**src/rtl/tensor_core_driver.sv**
```systemverilog
// tensor_core_driver
// Command-side initiator for small_tensor_core. Accepts an opcode and an
// operand byte stream, loads the core's two 3x3 operand register files,
// pulses write-enable and start, waits a fixed number of cycles, captures
// the 3x3 result and streams it out over a valid/ready port.
module tensor_core_driver #(
  parameter int DATA_WIDTH  = 8,
  parameter int WAIT_CYCLES = 10
) (
  input  logic                                tensor_core_clock,
  input  logic                                reset_n_in,
  input  logic                                abort_in,
  input  logic                                cmd_valid,
  output logic                                cmd_ready,
  input  logic [2:0]                          cmd_opcode,
  output logic                                cmd_error,
  input  logic                                data_in_valid,
  output logic                                data_in_ready,
  input  logic [DATA_WIDTH-1:0]               data_in,
  output logic                                out_valid,
  input  logic                                out_ready,
  output logic [DATA_WIDTH-1:0]               out_data,
  output logic                                done,
  output logic [0:2][0:2][DATA_WIDTH-1:0]     tensor_core_input1,
  output logic [0:2][0:2][DATA_WIDTH-1:0]     tensor_core_input2,
  output logic                                tensor_core_register_file_write_enable,
  output logic                                should_start_tensor_core,
  output logic [2:0]                          operation_select,
  input  logic [0:2][0:2][DATA_WIDTH-1:0]     tensor_core_output
);

  localparam logic [2:0] OP_MATMUL = 3'b000;
  localparam logic [2:0] OP_ADD    = 3'b001;
  localparam logic [2:0] OP_RELU   = 3'b010;

  localparam int CNT_W = (WAIT_CYCLES > 2) ? $clog2(WAIT_CYCLES) : 1;
  localparam logic [CNT_W-1:0] WAIT_RELOAD = CNT_W'(WAIT_CYCLES - 1);

  typedef enum logic [2:0] {
    S_IDLE,
    S_LOAD,
    S_WRITE,
    S_START,
    S_WAIT,
    S_DRAIN
  } state_t;

  state_t                 state;
  logic [4:0]             idx;
  logic [CNT_W-1:0]       wait_cnt;

  // Flat row-major storage: element k lives at row k/3, column k%3.
  logic [DATA_WIDTH-1:0]  operand_a [9];
  logic [DATA_WIDTH-1:0]  operand_b [9];
  logic [DATA_WIDTH-1:0]  result    [9];

  logic opcode_legal;
  logic cmd_fire;
  logic load_fire;
  logic load_last;
  logic drain_fire;
  logic capture;

  // Abort wins over every handshake in the same cycle.
  assign opcode_legal = (cmd_opcode == OP_MATMUL) || (cmd_opcode == OP_ADD) ||
                        (cmd_opcode == OP_RELU);
  assign cmd_fire     = cmd_valid && cmd_ready && !abort_in;
  assign load_fire    = data_in_valid && data_in_ready && !abort_in;
  assign drain_fire   = out_valid && out_ready && !abort_in;
  assign capture      = (state == S_WAIT) && (wait_cnt == '0) && !abort_in;

  // relu only needs operand A, so its load stops after nine elements.
  assign load_last    = (operation_select == OP_RELU) ? (idx == 5'd8) : (idx == 5'd17);

  // Result element presented on the output port follows the drain index.
  assign out_data     = (idx < 5'd9) ? result[idx[3:0]] : '0;

  // Control FSM; every handshake/pulse output is a register set on the transition.
  always_ff @(posedge tensor_core_clock or negedge reset_n_in) begin
    if (!reset_n_in) begin
      state                                  <= S_IDLE;
      idx                                    <= '0;
      wait_cnt                               <= '0;
      operation_select                       <= '0;
      cmd_ready                              <= 1'b0;
      cmd_error                              <= 1'b0;
      data_in_ready                          <= 1'b0;
      out_valid                              <= 1'b0;
      done                                   <= 1'b0;
      tensor_core_register_file_write_enable <= 1'b0;
      should_start_tensor_core               <= 1'b0;
    end else begin
      cmd_error                              <= 1'b0;
      done                                   <= 1'b0;
      tensor_core_register_file_write_enable <= 1'b0;
      should_start_tensor_core               <= 1'b0;

      if (abort_in) begin
        state         <= S_IDLE;
        cmd_ready     <= 1'b1;
        data_in_ready <= 1'b0;
        out_valid     <= 1'b0;
        idx           <= '0;
        wait_cnt      <= '0;
      end else begin
        case (state)
          S_IDLE: begin
            cmd_ready <= 1'b1;
            if (cmd_fire) begin
              if (opcode_legal) begin
                operation_select <= cmd_opcode;
                idx              <= '0;
                cmd_ready        <= 1'b0;
                data_in_ready    <= 1'b1;
                state            <= S_LOAD;
              end else begin
                cmd_error <= 1'b1;
              end
            end
          end
          S_LOAD: begin
            if (load_fire) begin
              if (load_last) begin
                idx                                    <= '0;
                data_in_ready                          <= 1'b0;
                tensor_core_register_file_write_enable <= 1'b1;
                state                                  <= S_WRITE;
              end else begin
                idx <= idx + 5'd1;
              end
            end
          end
          S_WRITE: begin
            should_start_tensor_core <= 1'b1;
            state                    <= S_START;
          end
          S_START: begin
            wait_cnt <= WAIT_RELOAD;
            state    <= S_WAIT;
          end
          S_WAIT: begin
            if (wait_cnt == '0) begin
              idx       <= '0;
              out_valid <= 1'b1;
              state     <= S_DRAIN;
            end else begin
              wait_cnt <= wait_cnt - CNT_W'(1);
            end
          end
          S_DRAIN: begin
            if (drain_fire) begin
              if (idx == 5'd8) begin
                idx       <= '0;
                out_valid <= 1'b0;
                done      <= 1'b1;
                cmd_ready <= 1'b1;
                state     <= S_IDLE;
              end else begin
                idx <= idx + 5'd1;
              end
            end
          end
          default: begin
            state <= S_IDLE;
          end
        endcase
      end
    end
  end

  // Operand loading and result capture; operands persist across commands and aborts.
  always_ff @(posedge tensor_core_clock or negedge reset_n_in) begin
    if (!reset_n_in) begin
      for (int k = 0; k < 9; k++) begin
        operand_a[k] <= '0;
        operand_b[k] <= '0;
        result[k]    <= '0;
      end
    end else begin
      for (int k = 0; k < 9; k++) begin
        if (load_fire && (idx == 5'(k))) begin
          operand_a[k] <= data_in;
        end
        if (load_fire && (idx == 5'(k + 9))) begin
          operand_b[k] <= data_in;
        end
        if (capture) begin
          result[k] <= tensor_core_output[k / 3][k % 3];
        end
      end
    end
  end

  // Present the flat operand storage to the core as 3x3 matrices.
  genvar gi;
  generate
    for (gi = 0; gi < 9; gi++) begin : g_operand_map
      assign tensor_core_input1[gi / 3][gi % 3] = operand_a[gi];
      assign tensor_core_input2[gi / 3][gi % 3] = operand_b[gi];
    end
  endgenerate

endmodule

```
**config.mk**
```make
export PLATFORM = sky130hd
export DESIGN_NAME = tensor_core_driver
export DESIGN_NICKNAME = d
export VERILOG_FILES = /design/src/rtl/tensor_core_driver.sv
export SDC_FILE = /design/constraint.sdc
export NUM_CORES = 1
export LEC_CHECK = 0
export CAP_MARGIN = 20
export CORE_AREA = 2 2 132 121
export DETAILED_ROUTE_END_ITERATION = 10
export DIE_AREA = 0 0 134 123
export DONT_BUFFER_PORTS = 1
export PLACE_DENSITY = 0.81
export SKIP_CTS_REPAIR_TIMING = 1
export SLEW_MARGIN = 20
export SYNTH_ARGS = -nofsm -noshare
export SYNTH_HDL_FRONTEND = slang
export SYNTH_SLANG_ARGS = --single-unit
```
**constraint.sdc**
```tcl
create_clock -name tensor_core_clock -period 3.9 [get_ports tensor_core_clock]
set_input_delay 0.195 -clock tensor_core_clock [delete_from_list [all_inputs] [get_ports tensor_core_clock]]
set_output_delay 0.195 -clock tensor_core_clock [all_outputs]
set_load 0.05 [all_outputs]
```
==> results.toml <==
[status]
outcome = "complete, but fails checks"
violations = "negative hold slack"

[detailed_routing]
viasPerCell = 6.225
num_vias = 6088
antenna_left = 0
drt-wirelength-per-cell_um = 25.85
drt_iter0_drc = 424
drt_first_pass_iters = 5
wirelength_um = 25280
drc = 0

[die]
row_count = 43
start_util_pct = 66.72
fp.coreArea_sq_mm = 0.01512
die_area_sq_mm = 0.01648
die_h_um = 123
dieWidth_um = 134
pin_count = 251

[yosys]
ys.flop_type = "dfrtp_1"
synth_top_area_share_pct = 59.04
syn-num-nets = 767
synth_area_leaders = "dfrtp_1 59%, mux2_2 20%, mux2_4 6.0%"
synthArstFlopShare_pct = 100.0
ys_types = 49
synth-edff-count = 0
synth_area_sq_mm = 0.01009
yosys_warnings = 0
syn_avg_cell_area_sq_um = 15.01
yosys.area.top_type = "dfrtp_1"
ys_seq_area_share_pct = 59.04
ys_ff_latch = 238
syn_inst = 672

[global_routing]
grt_pass1_vias = 5860
antenna_found_initial = 1
grt_usage_pct = 26.48
grt-ovfl-total = 0
grt_pass1_wl_um = 33660
grt_start_max_net_pins = 239

[clock_network]
clkSinkCount = 238
cts_max_path_buffers = 3
path_clk_slew_ps = 60
ctsRootBufferMaster = "clkbuf_16"
cts_tree = "done"
numCtsBuffers = 24
insertion_delay_ps = 510
cts_htree_levels = 1

[placed_design]
place_hpwl_um = 14780
place_congestion = 0.8117
portBuffers = 0
place_area_sq_mm = 0.01024
place_ws_ps = 1129

[final_layout]
final_nets = 855
fillers = 799
area_growth_pct = 18.68
multi_input_area_sq_mm = 0.003939
final_cell_area_sq_mm = 0.01197
layout-drive-gt1-share_pct = 37.42
regArea_sq_mm = 0.005956

[sta]
hold_viol = 239
tightest_slew_ps = 1211
setup_viol = 0
fmax_mhz = 297.5
fin_setup_tns_ps = 0
layout_setup_ws_ps = 538.3
drv_slew = 0
rsz0062_at_grt = "no"
whs_ps = -622.6
period_share_pct = 86.20
slew_headroom_pct = 18.62
layout_min_cycle_time_ps = 3362
skew_ps = 14.37

[pwr]
power.total_w = 0.007976
p_leak_nw = 5.825
vdd_drop_max_mv = 0.6804
powerDensity_mw_per_mm2 = 666.3

[setup_path]
worstPathArrival_ps = 3170
worstPathMaxFanout = 19
r2r_end = "state[2]"
crit_path_end_kind = "output pin"
r2r-start = "idx[1]"
rrSetupSlack_ps = 1120
crit_buf_inv = 1
critPathTopFamily = "simple AND/OR/NAND/NOR gates"
max_stage_delay_ps = 960
cp_slowest_cell = "nor3_1"
crit_type = "flop to output pin"
critPathRequiredTime_ps = 3700
worstPathCellList = "nand2b_1, nor3_1, a21oi_1, nor2_1, buf_4"
setup.worst_path.start_class = "flop"
ff2ff_path_depth = 7

[job]
max-cap-violations = 0

[min_path]
hp-class = "primary input to async pin"
[state kept, by name (all words and copies together), names as in the netlist, 3 cells and up]
register / count
idx: 5
operation_select: 3
result: 72
state: 3
tensor_core_input1: 72
tensor_core_input2: 72
wait_cnt: 4
[power by group]
part / internal (W) / leakage, nW / switching, W / total [W]
sequential: 0.00295 / 3.19 / 0.000829 / 0.00378
combinational: 0.000930 / 2.21 / 0.000816 / 0.00175
clock: 0.00151 / 0.420 / 0.000933 / 0.00245
[cells by family after synthesis]
kind of cell / count (synthesis) / synth area share, %
AOI/OAI and AO/OA: 39 / 2.332
xor gates and xnor gates: 1 / 0.08684
adders and majority gates: 6 / 0.7442
buffers and inverters: 39 / 1.910
DFF: 238 / 59.04
muxes: 246 / 30.64
and+or+nand+nor: 103 / 5.247
[worst reg2reg max path: stages (launching register included)]
cell and delay, ps:
dfrtp_1 750, inv_1 220, ha_1 270, nor4bb_1 430, nor4b_1 110, or2_2 330, nor2_1 200, mux2_2 360
[final cells by class]
| type | count | share of cell area [%] |
|---|---|---|
| clock inverters | 4 | 0.8884 |
| multi-input cells | 395 | 32.90 |
| inverters | 6 | 0.1881 |
| well taps | 202 | 2.111 |
| flip-flops and latches | 238 | 49.75 |
| clock buffers | 37 | 6.260 |
| repair buffers | 95 | 7.880 |
| diodes | 1 | 0.02090 |
[per-stage QoR]
stage / std cells / utilization (%)
after global routing: 978 / 79.19
final: 978 / 79.19
after floorplan: 672 / -
after CTS: 892 / 73.43
after global placement: 851 / 67.76
after detailed placement: 851 / 67.76
[synthesized netlist by cell type, types with 4 or more instances]
master and instances:
mux4_2 16, a21oi_1 16, mux2_1 7, dfrtp_1 238, nand2b_1 4, nor2b_1 4
nor3_1 6, nor2_2 4, inv_1 5, nand3_1 13, ha_1 6, nand2_1 13
clkbuf_1 23, mux2i_1 8, nor2_1 37, buf_6 6, o21ai_0 10, mux2_2 175
mux2_4 40
[how the worst max path moves through the flow]
stage,depth (start not counted),to,startpoint,slack [ps]
finish,5,out_data[3],idx[3],540
global route,5,out_data[2],idx[3],480
CTS,5,out_data[3],idx[3],810
detailed placement,7,state[2],idx[1],1130
global placement,7,state[0],idx[1],1180
floorplan,8,state[0],idx[0],1560
[per-layer routing]
| metal | GRT usage, % | vias to the layer above | routed length (um) |
|---|---|---|---|
| met5 | 0 | - | 0 |
| met4 | 6.848 | 0 | 617 |
| met3 | 10.33 | 41 | 1950 |
| met2 | 44.97 | 273 | 13290 |
| met1 | 32.08 | 3188 | 9422 |
| li1 | - | 2586 | - |
[cell usage in the layout, fill, tap and decap left out, types with 2 or more instances in the layout]
cell,count
mux2_2,175
nor4b_1,3
or2_2,2
a22o_1,2
or3_1,2
mux4_2,16
nor4bb_1,2
dfrtp_1,238
bufinv_16,3
clkbuf_1,3
dlygate4sd3_1,84
mux2_1,7
nor2_2,4
inv_1,5
nand3_1,13
mux2i_1,8
nand2b_1,4
clkbuf_8,10
clkbuf_16,24
buf_4,10
nor3b_1,3
mux2_4,40
nand2_1,13
nor3_1,6
nor2_1,37
o31ai_1,2
nor2b_1,4
ha_1,6
a21oi_1,16
o21ai_0,10
(Power assumes the default switching activity.)
